==> src/rtl/ser_sub_feeder.sv <==
// ser_sub_feeder: parallel-in/parallel-out wrapper around a bit-serial subtractor (optional `zero` output under SER_SUB_FEEDER_ZERO_FLAG_EN).
// Latency: done is high in the cycle after the WIDTH+2'th posedge following start acceptance; WIDTH+3 cycles per operation.
// Backpressure: start is only sampled in IDLE; while busy=1 further requests are ignored, so callers may hold start high.
module ser_sub_feeder #(
    parameter int WIDTH = 4
) (
    input  logic             clk,
    input  logic             clear,
    input  logic             start,
    input  logic [WIDTH-1:0] a_in,
    input  logic [WIDTH-1:0] b_in,
    input  logic             s_out,
    output logic             ser_a,
    output logic             ser_b,
    output logic             shift_ctrl,
    output logic             sub_clear_b,
    output logic             busy,
    output logic             done,
`ifdef SER_SUB_FEEDER_ZERO_FLAG_EN
    output logic             zero,
`endif
    output logic [WIDTH-1:0] diff
);

    localparam int CW = (WIDTH > 1) ? $clog2(WIDTH) : 1;
    localparam logic [CW-1:0] LAST = CW'(WIDTH - 1);

    typedef enum logic [2:0] {
        IDLE  = 3'd0,
        CLR   = 3'd1,
        SHIFT = 3'd2,
        DRAIN = 3'd3,
        DONE  = 3'd4
    } state_t;

    state_t            state;
    state_t            next_state;
    logic [WIDTH-1:0]  a_sr;
    logic [WIDTH-1:0]  b_sr;
    logic [WIDTH-1:0]  r;
    logic [WIDTH-1:0]  r_next;
    logic [CW-1:0]     count;
    logic              in_clr;

    // Returned bits arrive LSB first, so each new bit enters at the top.
    assign r_next = {s_out, r[WIDTH-1:1]};

    // Subtractor clear: only the CLR state or the block reset pull it low.
    assign sub_clear_b = ~(clear | in_clr);

    // State register.
    always_ff @(posedge clk or posedge clear) begin
        if (clear) begin
            state <= IDLE;
        end else begin
            state <= next_state;
        end
    end

    // Next-state and state-decoded outputs; outputs depend on registered state only.
    always_comb begin
        next_state = state;
        shift_ctrl = 1'b0;
        ser_a      = 1'b0;
        ser_b      = 1'b0;
        done       = 1'b0;
        busy       = 1'b1;
        in_clr     = 1'b0;
        case (state)
            IDLE: begin
                busy = 1'b0;
                if (start) next_state = CLR;
            end
            CLR: begin
                in_clr     = 1'b1;
                next_state = SHIFT;
            end
            SHIFT: begin
                shift_ctrl = 1'b1;
                ser_a      = a_sr[0];
                ser_b      = b_sr[0];
                if (count == LAST) next_state = DRAIN;
            end
            DRAIN: begin
                next_state = DONE;
            end
            DONE: begin
                done       = 1'b1;
                next_state = IDLE;
            end
            default: begin
                next_state = IDLE;
            end
        endcase
    end

    // Operand shifters, bit counter, result collector and the held result.
    always_ff @(posedge clk or posedge clear) begin
        if (clear) begin
            a_sr  <= '0;
            b_sr  <= '0;
            r     <= '0;
            count <= '0;
            diff  <= '0;
`ifdef SER_SUB_FEEDER_ZERO_FLAG_EN
            zero  <= 1'b0;
`endif
        end else begin
            case (state)
                IDLE: begin
                    if (start) begin
                        a_sr  <= a_in;
                        b_sr  <= b_in;
                        count <= '0;
                    end
                end
                SHIFT: begin
                    a_sr  <= a_sr >> 1;
                    b_sr  <= b_sr >> 1;
                    count <= count + 1'b1;
                    // The first SHIFT cycle has no returned bit yet (subtractor is one cycle behind).
                    if (count != '0) r <= r_next;
                end
                DRAIN: begin
                    r    <= r_next;
                    diff <= r_next;
`ifdef SER_SUB_FEEDER_ZERO_FLAG_EN
                    zero <= (r_next == '0);
`endif
                end
                default: begin
                end
            endcase
        end
    end

endmodule
==> config.mk <==
export PLATFORM = sky130hd
export DESIGN_NAME = ser_sub_feeder
export DESIGN_NICKNAME = d
export VERILOG_FILES = /design/src/rtl/ser_sub_feeder.sv
export SDC_FILE = /design/constraint.sdc
export NUM_CORES = 1
export LEC_CHECK = 0
export CORE_MARGIN = 1
export CORE_UTILIZATION = 52
export CTS_CLUSTER_DIAMETER = 40
export DETAILED_ROUTE_END_ITERATION = 12
export HOLD_SLACK_MARGIN = 0.02
export PLACE_DENSITY_LB_ADDON = 0.25
export SLEW_MARGIN = 20
export SYNTH_ARGS = -nofsm -noshare
export SYNTH_HDL_FRONTEND = slang
export SYNTH_SLANG_ARGS = --single-unit
==> constraint.sdc <==
create_clock -name clk -period 2.2 [get_ports clk]
set_input_delay 0.33 -clock clk [delete_from_list [all_inputs] [get_ports clk]]
set_output_delay 0.33 -clock clk [all_outputs]
set_load 0.03 [all_outputs]
* After elaboration in Yosys (flattened, before gate mapping) *
Index checks and enable logic that the tools add are counted.

storage, ports and cells
  input bits = 12
  register bits after elaboration = 21

cells by class
  bitwise gates (word level) = 2
  add/sub/neg operators = 1
  reduce and logical (&&, ||, !) cells = 7
  muxes and demuxes = 17
  equal/unequal tests = 8

operators with widths
  kind                   count
  $pmux W4 S2            3
  $mux W4                3
  $pmux W3 S4            1
  $eq A3 B2 Y1 const B   2
  $mux W1                6
  $mux W3                2
  $ne A2 B2 Y1 const B   3
  $reduce_and A2 Y1      3
  $reduce_bool A2 Y1     3
  $pmux W2 S2            1
  $eq A3 B1 Y1 const B   1
  $eq A3 B3 Y1 const B   1
  $logic_not A3 Y1       1
  $add A2 B1 Y2 const B  1
  $eq A2 B2 Y1 const B   1
  $mux W2                1
  $not A1 Y1             1
  $or A1 B1 Y1           1

* Longest topological paths before layout *
  depth after elaboration = 4
  depth in mapped cells = 6
  mapped depth without buffers = 4

* Worst setup path before layout *
Ideal clock, no wire load.

  path type = reg-to-output
  start point = register state[2]
  end point = output ser_a
  path buffers = 2
  cell stages (with the launch flop) = 6
  data arrival time = 1.494 ns
  slack = 0.376 ns
  cell sequence = dfrtp_1 buf_6 or3b_1 clkbuf_1 inv_2 and2_1

on the way
  cells in the longest elaborated chain, start to end = 2

ends and longest elaborated chain
  element                 RTL line  source
  from (decl)             36        state_t state;
  from (signal assigned)  56        state <= next_state;
  $eq A3 B2 Y1            69        case (state)
  $mux W1                 69
  to (decl)               13        output logic ser_a,

No other way between the ends.

* Worst setup path in the final report *
  start point = register state[2]
  end point = output sub_clear_b

on the way
  cells in the longest elaborated chain, start to end = 4

ends and longest elaborated chain
  element       RTL line  source
  $eq A3 B1 Y1  69
  $mux W1       69
  $or A1 B1 Y1  49        assign sub_clear_b = ~(clear | in_clr);
  $not A1 Y1    49
  to (decl)     16        output logic sub_clear_b,

No other way between the ends.

==> impl_metrics.toml <==
[floorplan]
die_h_um = 45.49
num_io_pins = 22
placementRows = 15
start_util_pct = 56.34
die_area_um2 = 2069
core_area_um2 = 1745
die_x_um = 45.49

[placement]
dp_hpwl_mm = 1.410
place_ws_ns = 0.2673
dp_cells = 130
port_buffers = 21
place.gp.congestion = 0.7490

[run_status]
outcome = "finished clean"

[timing]
finalSetupViolations = 0
layout_min_cycle_time_ns = 2.014
rsz0062_at_grt = "no"
slew_violations = 0
timing.final.ws_setup_ns = 0.1862
fin_skew_ns = 0.003570
period_share_pct = 91.53
max_freq_mhz = 496.6
max_slew.worst_pin.slew_ns = 0.7345
slew_headroom_pct = 50.98
hold_viol = 0
tns_ns = 0

[yosys]
synth_seq_area_share_pct = 50.89
synth_cell_types = 31
yosysWarnings = 0
avgSynthCellArea_um2 = 11.57
synth_nets = 99
synth_area_um2 = 983.4
netlist_instances = 85
ys_ff_latch = 20

[global_routing]
grt_pass1_vias = 722
overflow = 0
grt_max_degree = 21
antenna_found_initial = 0
grt_pass1_wl_mm = 3.229
grt_usage_pct = 22.20

[worst_setup_path]
crit_fanout = 9
crit_path_start_kind = "flip-flop"
path_cells = "buf_4 -> nor2_1 -> a21oi_1 -> clkdlybuf4s50_1"
crit_arrival_ns = 1.68
critPathMaxStageDelay_ns = 0.68
critPathCaptureType = "output port"
worstPathRequired_ns = 1.87
worstSetupPathType = "reg -> out"
cpMaxStageDelayCell = "clkdlybuf4s50_1"

[route]
top_layer_used = "met4"
route.antenna.remaining_nets = 0
vias = 734
wl_met3_um = 47
drt_iter0_markers = 15
drc = 0
dr_wl_met2_um = 951
wl_per_cell_um = 14.20
drt_pre_antenna_iters = 4
vias_per_cell = 5.478
drt-met1-wl_um = 869
drt-total-wl_mm = 1.903

[clocking]
clk_pin_slew_ns = 0.11
tritoncts = "built"
cts_inserted_buffers = 3
worstSkewPairLatency_ns = 0.30
cts_htree_levels = 1
root_buffer = "clkbuf_4"
cts.sinks = 20
cts.path.max_buffers = 2

[cells_and_area]
area_growth_pct = 26.59
finalNetCount = 124
final_common_cell = "dfrtp_1"
antenna_cells = 0
drive_above_1_share_pct = 25.69
stdcell_count = 134
final_cell_mix = "dfrtp_1 (20), clkdlybuf4s50_1 (16), o22ai_1 (10), a21oi_1 (7), buf_4 (7)"

[power]
leakage_nw = 0.5843
powerDensity_nw_per_um2 = 1616
peakVddDrop_v = 0.0009460

[job]
maxCapViolations = 0

[min_path]
hold_class = "in -> async"
==> state kept, by name, summed over array words and instances (netlist names) <==
signal,cells
a_sr,4
b_sr,4
count,2
diff,4
r,3
state,3
==> logic make-up (layout without fill, tap and decap cells) <==
family / Yosys count / count (layout) / synth area share, %
buf+inv: 13 / 37 / 8.143
simple gates: 15 / 15 / 10.31
mux: 8 / 8 / 10.69
fa+ha+maj: 2 / 2 / 2.544
flops: 20 / 20 / 50.89
xor+xnor: 1 / 1 / 0.8907
compound gates: 26 / 26 / 16.54
==> power by group <==
part           leakage, nW  switching (mW)  total (mW)  internal, mW
logic                0.321           0.593        1.13         0.532
clock network       0.0210           0.112       0.213         0.101
registers            0.242           0.122       0.674         0.552
==> repair_timing <==
item	CTS	global route
endpoints found under the setup margin	2	1
resized for setup	2	1
setup buffers	0	0
hold endpoints to repair	0	0
hold buffers	0	0
==> final timing paths <==
check	from	to	slack (ns)	depth (start not counted)
min reg2reg	diff[3]$_DFFE_PP0P_	diff[3]$_DFFE_PP0P_	0.51	1
max in group asynchronous	clear	r[1]$_DFFE_PP0P_	1.27	2
max	state[2]$_DFFE_PP0P_	sub_clear_b	0.19	4
max reg2reg	state[1]$_DFFE_PP0P_	r[2]$_DFFE_PP0P_	0.59	4
min in group clk	diff[3]$_DFFE_PP0P_	diff[3]$_DFFE_PP0P_	0.51	1
min	clear	state[1]$_DFFE_PP0P_	0.47	2
==> per-stage QoR <==
step	power [mW]	util (%)	area, µm²	hold slack (ns)
2_1_floorplan	1.495	-	983.4	0.2938
3_3_place_gp	1.784	69.25	1209	0.4881
3_5_place_dp	1.826	69.25	1209	0.4920
4_1_cts	2.021	71.18	1242	0.5006
5_1_grt	2.151	71.33	1245	0.5400
6_report	2.012	71.33	1245	0.4727
==> routing by layer <==
metal | vias to the layer above | GRT usage, %
li1 | 353 | -
met4 | 0 | 9.091
met3 | 5 | 2.381
met2 | 14 | 37.14
met5 | - | 0
met1 | 362 | 29.20
==> layout make-up <==
class                           count  area [µm²]
Clock buffer                        4       36.28
Tap cell                           25       31.28
Fill cell                         133       500.5
Inverter                            7       31.28
Timing Repair Buffer               26       242.7
Sequential cell                    20       500.5
Multi-Input combinational cell     52       402.9
==> cells in the mapped netlist <==
master     number  area [µm²]
and2b_2         1       8.760
inv_1           5       18.77
a31oi_1         2       12.51
or3b_2          1       8.760
o2bb2ai_1       1       8.760
a22oi_1         1       7.510
a22o_1          1       8.760
nor2b_1         2       12.51
or2_2           1       6.260
o21ai_0         2       10.01
a21oi_1         7       35.03
clkbuf_1        2       7.510
buf_6           3       33.78
buf_4           1       7.510
mux2_2          4       45.04
a32o_1          1       10.01
nor2_2          1       6.260
a211oi_1        1       7.510
ha_1            2       25.02
dfrtp_1        20       500.5
inv_2           1       3.750
or3_2           1       7.510
or3b_1          1       8.760
or3_4           1       11.26
xnor2_1         1       8.760
nor2_1          3       11.26
and3_2          1       7.510
mux2_4          4       60.06
and2_1          2       12.51
inv_6           1       8.760
o22ai_1        10       62.56
==> critical path: cells and delay by family, from the launching register on <==
kind / cells / cell delay, ns
buf+inv: 2 / 0.84
flops: 1 / 0.36
compound gates: 1 / 0.14
simple gates: 1 / 0.05
No activity file was read; power rests on OpenSTA's default activity.
